`src/rtl/g_4nand_arb_pkg.sv`:
```
// Shared types and constants for the round-robin arbitrated 4-input NAND evaluator.
package g_4nand_arb_pkg;

  localparam int unsigned NREQ = 4;
  localparam int unsigned OPW  = 4;
  localparam int unsigned IDXW = 2;

  typedef logic [OPW-1:0]  operand_t;
  typedef logic [IDXW-1:0] idx_t;
  typedef logic [NREQ-1:0] reqvec_t;

  typedef enum logic [1:0] {
    ST_IDLE    = 2'd0,
    ST_EVAL    = 2'd1,
    ST_RESP    = 2'd2,
    ST_RELEASE = 2'd3
  } state_e;

  // Pointer reset value makes requester 0 the first candidate after reset
  localparam idx_t LAST_RST = idx_t'(NREQ - 1);

  function automatic reqvec_t idx2oh(input idx_t i);
    idx2oh = reqvec_t'(1) << i;
  endfunction

endpackage

```
`src/rtl/g_4nand_arb_if.sv`:
```
// Requester-side bus of the arbiter: requests, operands, grant/ack and result.
interface g_4nand_arb_if;
  import g_4nand_arb_pkg::*;

  reqvec_t             req;
  operand_t [NREQ-1:0] din;
  reqvec_t             gnt;
  reqvec_t             ack;
  logic                yn;
  logic                busy;

  modport master (output req, din, input gnt, ack, yn, busy);
  modport slave  (input req, din, output gnt, ack, yn, busy);

endinterface

```
`src/rtl/g_4nand_arb_nand.sv`:
```
// Library 4-input NAND cell used as the shared evaluation resource.
module g_4nand_arb_nand
  import g_4nand_arb_pkg::*;
(
  input  operand_t opnd_i,
  output logic     yn_c_o
);

  assign yn_c_o = ~&opnd_i;

endmodule

```
`src/rtl/g_4nand_arb.sv`:
```
// Round-robin arbiter sharing one 4-input NAND among four requesters.
module g_4nand_arb
  import g_4nand_arb_pkg::*;
(
  input logic          ck_i,
  input logic          cd_i,
  g_4nand_arb_if.slave bus
);

  state_e   state_q, state_d;
  reqvec_t  gnt_q, gnt_d;
  reqvec_t  ack_q, ack_d;
  logic     yn_q, yn_d;
  logic     busy_q, busy_d;
  operand_t opnd_q, opnd_d;
  idx_t     last_q, last_d;
  idx_t     win_q, win_d;
  idx_t     pick;
  logic     nand_y;

  // First asserted request searching upward from last+1; smallest offset wins
  function automatic idx_t rr_pick(input reqvec_t req, input idx_t last);
    idx_t cand;
    rr_pick = last;
    for (int unsigned k = NREQ; k >= 1; k--) begin
      cand = idx_t'(32'(last) + k);
      if (req[cand]) rr_pick = cand;
    end
  endfunction

  g_4nand_arb_nand u_g_4nand (
    .opnd_i (opnd_q),
    .yn_c_o (nand_y)
  );

  always_ff @(posedge ck_i) begin
    if (cd_i) begin
      state_q <= ST_IDLE;
      gnt_q   <= '0;
      ack_q   <= '0;
      yn_q    <= 1'b1;
      busy_q  <= 1'b0;
      opnd_q  <= '0;
      last_q  <= LAST_RST;
      win_q   <= '0;
    end else begin
      state_q <= state_d;
      gnt_q   <= gnt_d;
      ack_q   <= ack_d;
      yn_q    <= yn_d;
      busy_q  <= busy_d;
      opnd_q  <= opnd_d;
      last_q  <= last_d;
      win_q   <= win_d;
    end
  end

  always_comb begin
    state_d = state_q;
    gnt_d   = gnt_q;
    ack_d   = '0;
    yn_d    = yn_q;
    opnd_d  = opnd_q;
    last_d  = last_q;
    win_d   = win_q;
    pick    = rr_pick(bus.req, last_q);

    unique case (state_q)
      ST_IDLE: begin
        if (|bus.req) begin
          state_d = ST_EVAL;
          win_d   = pick;
          gnt_d   = idx2oh(pick);
          opnd_d  = bus.din[pick];
        end
      end
      // Result and acknowledge become visible together on entry to RESP
      ST_EVAL: begin
        yn_d    = nand_y;
        ack_d   = gnt_q;
        last_d  = win_q;
        state_d = ST_RESP;
      end
      ST_RESP: state_d = ST_RELEASE;
      ST_RELEASE: begin
        if (!bus.req[win_q]) begin
          gnt_d   = '0;
          state_d = ST_IDLE;
        end
      end
      default: state_d = ST_IDLE;
    endcase

    busy_d = (state_d != ST_IDLE);
  end

  assign bus.gnt  = gnt_q;
  assign bus.ack  = ack_q;
  assign bus.yn   = yn_q;
  assign bus.busy = busy_q;

endmodule

```
`src/flat_wrapper.sv`:
```
// flat-port wrapper written by rule: the top's interface ports become plain ports
module g_4nand_arb_flat import g_4nand_arb_pkg::*;
  (ck_i, cd_i, bus_req, bus_din, bus_gnt, bus_ack, bus_yn, bus_busy);
  g_4nand_arb_if bus_i ();
  input logic ck_i;
  input logic cd_i;
  input wire logic [$bits(bus_i.req)-1:0] bus_req;
  input wire logic [$bits(bus_i.din)-1:0] bus_din;
  output wire logic [$bits(bus_i.gnt)-1:0] bus_gnt;
  output wire logic [$bits(bus_i.ack)-1:0] bus_ack;
  output wire logic [$bits(bus_i.yn)-1:0] bus_yn;
  output wire logic [$bits(bus_i.busy)-1:0] bus_busy;
  assign bus_i.req = bus_req;
  assign bus_i.din = bus_din;
  assign bus_gnt = bus_i.gnt;
  assign bus_ack = bus_i.ack;
  assign bus_yn = bus_i.yn;
  assign bus_busy = bus_i.busy;
  g_4nand_arb u_core (.ck_i(ck_i), .cd_i(cd_i), .bus(bus_i));
endmodule
```
`config.mk`:
```
export PLATFORM = sky130hd
export DESIGN_NAME = g_4nand_arb_flat
export DESIGN_NICKNAME = d
export VERILOG_FILES = /design/src/rtl/g_4nand_arb_pkg.sv /design/src/rtl/g_4nand_arb_if.sv /design/src/rtl/g_4nand_arb_nand.sv /design/src/rtl/g_4nand_arb.sv /design/src/flat_wrapper.sv
export SDC_FILE = /design/constraint.sdc
export NUM_CORES = 1
export LEC_CHECK = 0
export ABC_AREA = 1
export BUFFER_PORTS_ARGS = -buffer_cell sky130_fd_sc_hd__buf_2
export CAP_MARGIN = 20
export CORE_MARGIN = 1
export CORE_UTILIZATION = 45
export DETAILED_ROUTE_END_ITERATION = 8
export GPL_ROUTABILITY_DRIVEN = 0
export PLACE_DENSITY = 0.67
export SLEW_MARGIN = 20
export SYNTH_ARGS = -nofsm -noshare
export SYNTH_HDL_FRONTEND = slang
export SYNTH_SLANG_ARGS = --single-unit
```
`constraint.sdc`:
```
create_clock -name ck_i -period 4.5 [get_ports ck_i]
set_input_delay 1.35 -clock ck_i [delete_from_list [all_inputs] [get_ports ck_i]]
set_output_delay 1.35 -clock ck_i [all_outputs]
set_load 0.05 [all_outputs]
```
* Word level (Yosys, flattened, before mapping)
Index checks and enable logic that the tools add are counted.
** Word-level totals
- Register bits after elaboration :: 20
** Operators by class
- Add/sub/neg operators :: 4
- Reduce and logical (&&, ||, !) cells :: 9
- Bitwise operators :: 1
- $lt $le $gt $ge :: 6
- Mux-type cells :: 22
- Shift-type cells :: 1
- Eq/ne operators :: 5
** Operators by type and width (number)
- less-than comparator 2 x 3 -> 1 bit, second input constant :: 6
- 2-to-1 mux 2 bit :: 6
- 2-to-1 mux 4 bit :: 3
- binary-select mux 1 bit (select 2 bit) :: 5
- binary-select mux 4 bit (select 2 bit) :: 1
- one-hot mux 2 bit (4 select lines) :: 1
- one-hot mux 4 bit (2 select lines) :: 1
- 2-to-1 mux 1 bit :: 5
- adder 2 x 1 -> 2 bit, second input constant :: 2
- adder 2 bit, second input constant :: 2
- == test 2 bit, second input constant :: 2
- AND reduction 4 bit :: 1
- nonzero test 2 bit :: 2
- OR reduction 4 bit :: 1
- << shifter 1 x 2 -> 4 bit, first input constant :: 1
- AND reduction 3 bit :: 1
- == test 2 x 1 -> 1 bit, second input constant :: 1
- zero test 2 bit :: 1
- inequality test 2 x 1 -> 1 bit, second input constant :: 1
- inequality test 2 bit, second input constant :: 1
- AND reduction 2 bit :: 1
- OR reduction 2 bit :: 1
- zero test 1 bit :: 1
- inverter 1 bit :: 1

* Logic depth before layout (Yosys ltp)
- Word-level depth :: 10
- Depth in mapped cells :: 16
- Depth with buffers taken out :: 15

* By module
A second synthesis with hierarchy kept.
** Second synthesis, totals
- Cells, all modules :: 182
- Area total of the unflattened synthesis :: 1207.4 um^2
** Modules (own cells, without submodules)
- g_4nand_arb :: cells each 177, seq. area each 400.4 um^2, instances 1, area an instance 1188.6 um^2
- g_4nand_arb_nand :: cells each 5, seq. area each 0.0 um^2, instances 1, area an instance 18.8 um^2

* Worst setup path after synthesis
No wires, ideal clock.
- Path kind :: input -> register
- Start :: input bus_req[0]
- End :: register u_core.win_q[0]
- Setup time :: 126 ps
- Stages on the path :: 5
- Required time :: 4374 ps
- Data arrival time :: 2292 ps
- Setup slack :: 2082 ps
- Cells stage by stage :: nor4_1 -> nor2_1 -> clkbuf_1 -> o21ai_0 -> a21oi_1
** Between the ends
- Longest elaborated chain between the ends :: 6
- Elaborated cells on any way between the ends :: 14
- Classes of those cells :: 12 x mux; 2 x reduce/logical
** Ends and longest elaborated chain
- from (decl) :: line flat_wrapper.sv:7 : input wire logic [$bits(bus_i.req)-1:0] bus_req;
- binary-select mux 1 bit (select 2 bit) :: line g_4nand_arb.sv:27 : if (req[cand]) rr_pick = cand;
- 2-to-1 mux 1 bit (not written as such) :: line g_4nand_arb.sv:27
- 2-to-1 mux 2 bit (4 in series) :: line g_4nand_arb.sv:27
- to (signal assigned) :: line g_4nand_arb.sv:54 : win_q <= win_d;
- to (decl) :: line g_4nand_arb.sv:17 : idx_t win_q, win_d;
Several ways; a longest one is shown, not always the timed one. The select of a mux whose other input is x is not followed.
A chain may end at the register's enable or synchronous reset.

* Final worst setup path
- Start :: input bus_req[0]
- End :: register u_core.opnd_q[3]
** Between the ends
- Longest elaborated chain between the ends :: 8
- Elaborated cells on any way between the ends :: 16
- Classes of those cells :: 14 x mux; 2 x reduce/logical
** Ends and longest elaborated chain
- binary-select mux 1 bit (select 2 bit) :: line g_4nand_arb.sv:27
- 2-to-1 mux 1 bit (not written as such) :: line g_4nand_arb.sv:27
- 2-to-1 mux 2 bit (4 in series) :: line g_4nand_arb.sv:27
- binary-select mux 4 bit (select 2 bit) :: line g_4nand_arb.sv:74 : opnd_d = bus.din[pick];
- 2-to-1 mux 4 bit (not written as such) :: line g_4nand_arb.sv:74
- to (signal assigned) :: line g_4nand_arb.sv:52 : opnd_q <= opnd_d;
- to (decl) :: line g_4nand_arb.sv:15 : operand_t opnd_q, opnd_d;
Several ways; a longest one is shown, not always the timed one. The select of a mux whose other input is x is not followed.

==> results.ini <==
[status]
status=complete, no violations

[die]
die_w_um=54.7
die_h_um=54.7
die_area_um2=3000
core_um2=2540
ios=32
num_rows=18
initial_core_util_pct=49.2

[timing]
relSlewSlack_pct=54.6
rsz0062_at_grt=false
worst_pin_slew_ns=0.675
fmax_ghz=0.392
tns_ns=0
setup_violations=0
slew_violations=0
clock_skew_ns=0.00664
period_minus_slack_ns=2.55
final.period_utilization_pct=56.8
final_hold_viol_count=0
whs_ns=0.452

[placed_design]
hpwl_mm=2.14
post-place-cells=244
io_buffers=31

[clock_tree]
cts_buffer_depth=2
root_buffer=clkbuf_4
cts_hold_buf=0
cts_setup_buffers=0
numClockSinks=20
cts_tree=done
ctsResizeCount=0
clk_latency_ns=0.30
cts_buffers=3
path_clk_slew_ns=0.11
cts_max_level=1

[logic_synthesis]
synth_seq_cells=20
synth_compound_area_share_pct=11.1
syn-num-nets=213
yosys.area_share.adder_pct=5.00
synthSimpleGateAreaFrac_pct=42.9
synth_xor_area_share_pct=0
synth_top_family_by_area=simple AND/OR/NAND/NOR gates
yosys_warnings=0
synth_mux_area_share_pct=0
syn_area_um2=1250
synth.yosys.seq_area_share_pct=32.0
syn_area_per_cell_um2=6.73
yosysUniqueCellTypes=25
syn_inst=186

[setup_path]
cpPeakStageDelay_ns=0.62
reg2reg_from=u_core.last_q[0]
worst-path-buf-inv=1
critPathArrivalTime_ns=2.75
crit_path_start=bus_req[0]
r2r_slack_ns=2.55
slowest_stage=nor4_1
reg2reg_depth=15
r2r-end=u_core.opnd_q[3]
timing_worst_setup_path_type=input port to flop
crit_path_max_fanout=12
worstSetupStartpointType=input port
crit_chain=buf_2 > nor4_1 > nor2_1 > o21ai_0 > nor2_1
worstPathRequired_ns=4.69
worstSetupPathDepth=5
crit_top_cell=nor2_1
crit_end=u_core.opnd_q[3]
cp_top_family=simple AND/OR/NAND/NOR gates
end_kind=flop

[power_and_ir_drop]
leakagePower_nw=0.751
p_per_area_nw_per_um2=555
intPower_mw=0.440
ir_drop_mv=0.405
p_sw_share_pct=46.4
power_mw=0.819
switchingPower_mw=0.380
p_comb_share_pct=51.6
p_seq_share_pct=30.9
power.share.clock_pct=17.5

[min_path]
holdCritPathClass=flop to flop

[route]
drcViolationCount=0
ant_nets=0
firstDrtPassIters=4
drt_iter0_drc=28
detail_route.wl_per_cell_um=11.2
vias=1251
drt_wl_total_mm=2.77
viasPerCell=5.04

[global_route]
grt_pass1_wl_mm=4.46
grt_overflow=0
grtUsageTotal_pct=20.9
grt_pass1_vias=1077
antenna_found_initial=0
grt_max_degree=13

[job]
maxCapViolations=0

[finish]
antenna_cells=0
drive_above_1_share_pct=27.1
instances_no_fill=248
area_growth_pct=18.1
final_nets=246

==> worst min-delay path: cells and delay by family (launching register included) <==
| family | cells | cell delay, ns |
|---|---|---|
| flip-flops | 1 | 0.33 |
| buffers and inverters | 1 | 0.05 |
| AND/OR/NAND/NOR | 1 | 0.03 |
==> power groups by stage <==
stage / Sequential [mW] / Clock [mW] / Combinational [mW]
2_1_floorplan: 0.296 / 0 / 0.293
3_3_place_gp: 0.257 / 0 / 0.406
3_5_place_dp: 0.256 / 0 / 0.419
4_1_cts: 0.253 / 0.148 / 0.422
5_1_grt: 0.259 / 0.156 / 0.476
6_report: 0.253 / 0.143 / 0.423
==> worst min path at each step <==
stage	from	end	slack [ns]	cells past startpoint
2_1_floorplan	u_core.opnd_q[1]	u_core.bus.yn	0.47	3
3_3_place_gp	u_core.bus.gnt[1]	u_core.bus.ack[1]	0.44	2
3_5_place_dp	u_core.bus.gnt[3]	u_core.bus.ack[3]	0.43	2
4_1_cts	u_core.bus.gnt[3]	u_core.bus.ack[3]	0.45	2
5_1_grt	u_core.bus.gnt[2]	u_core.bus.ack[2]	0.48	2
6_report	u_core.bus.gnt[1]	u_core.bus.ack[1]	0.45	2
==> Yosys cell counts <==
master,instances,area [um2]
nand2_2,13,81.3
nand2_8,1,20.0
nand4_1,8,50.1
inv_1,19,71.3
o21ai_1,1,5.00
o21ai_0,13,65.1
clkbuf_1,2,7.51
nand3b_1,1,7.51
o211ai_1,1,7.51
nor2_1,17,63.8
o22ai_1,1,6.26
ha_1,5,62.6
nand2_4,2,22.5
nand3_1,11,55.1
inv_8,1,11.3
nand2_1,49,184
nor2_2,2,12.5
nand3_4,1,17.5
buf_6,1,11.3
nor3_1,1,5.00
dfxtp_1,20,400
nor2_4,1,11.3
nor4_1,1,6.26
a21oi_1,11,55.1
inv_2,3,11.3
==> placed cells by master, fill, tap and decap left out, drive strengths merged, types with 3 or more instances in the layout <==
cell,synthesis,final
nand3,12,12
ha,5,5
inv,23,23
nand4,8,8
a21oi,11,11
nor2,20,20
buf,1,31
dfxtp,20,20
nand2,65,65
clkbuf,2,3
o21ai,14,14
==> through the flow <==
step,worst slack [ns],cell area [um2],util (%)
after CTS,1.97,1480,58.1
after global placement,1.75,1430,56.0
final,1.95,1480,58.1
after detailed placement,1.64,1430,56.0
after floorplan,2.08,1250,-
after global routing,1.78,1480,58.1
==> cells by family after synthesis <==
| family | after synthesis |
|---|---|
| compound gates | 27 |
| fa+ha+maj | 5 |
| buf+inv | 26 |
| flops | 20 |
| simple gates | 108 |
==> layer usage <==
metal | vias up | wire length, um | track usage, %
met3 | 2 | 135 | 5.00
met5 | - | 0 | 0
met2 | 33 | 1300 | 36.1
met4 | 0 | 8 | 2.56
met1 | 552 | 1320 | 26.4
li1 | 664 | - | -
==> cell type report <==
class / instances / area, um2
Fill cell: 262 / 1070
Multi-Input combinational cell: 140 / 738
Clock buffer: 3 / 22.5
Clock inverter: 1 / 30.0
Sequential cell: 20 / 400
Tap cell: 30 / 37.5
Inverter: 23 / 93.8
Timing Repair Buffer: 31 / 155
==> registers in the layout, indices dropped and copies added, names as in the netlist <==
name and cells:
u_core.bus.yn 1, u_core.bus.busy 1, u_core.opnd_q 4, u_core.last_q 2, u_core.bus.ack 4, u_core.bus.gnt 4
u_core.win_q 2, u_core.state_q 2
Power figures use the tool's default switching activity.
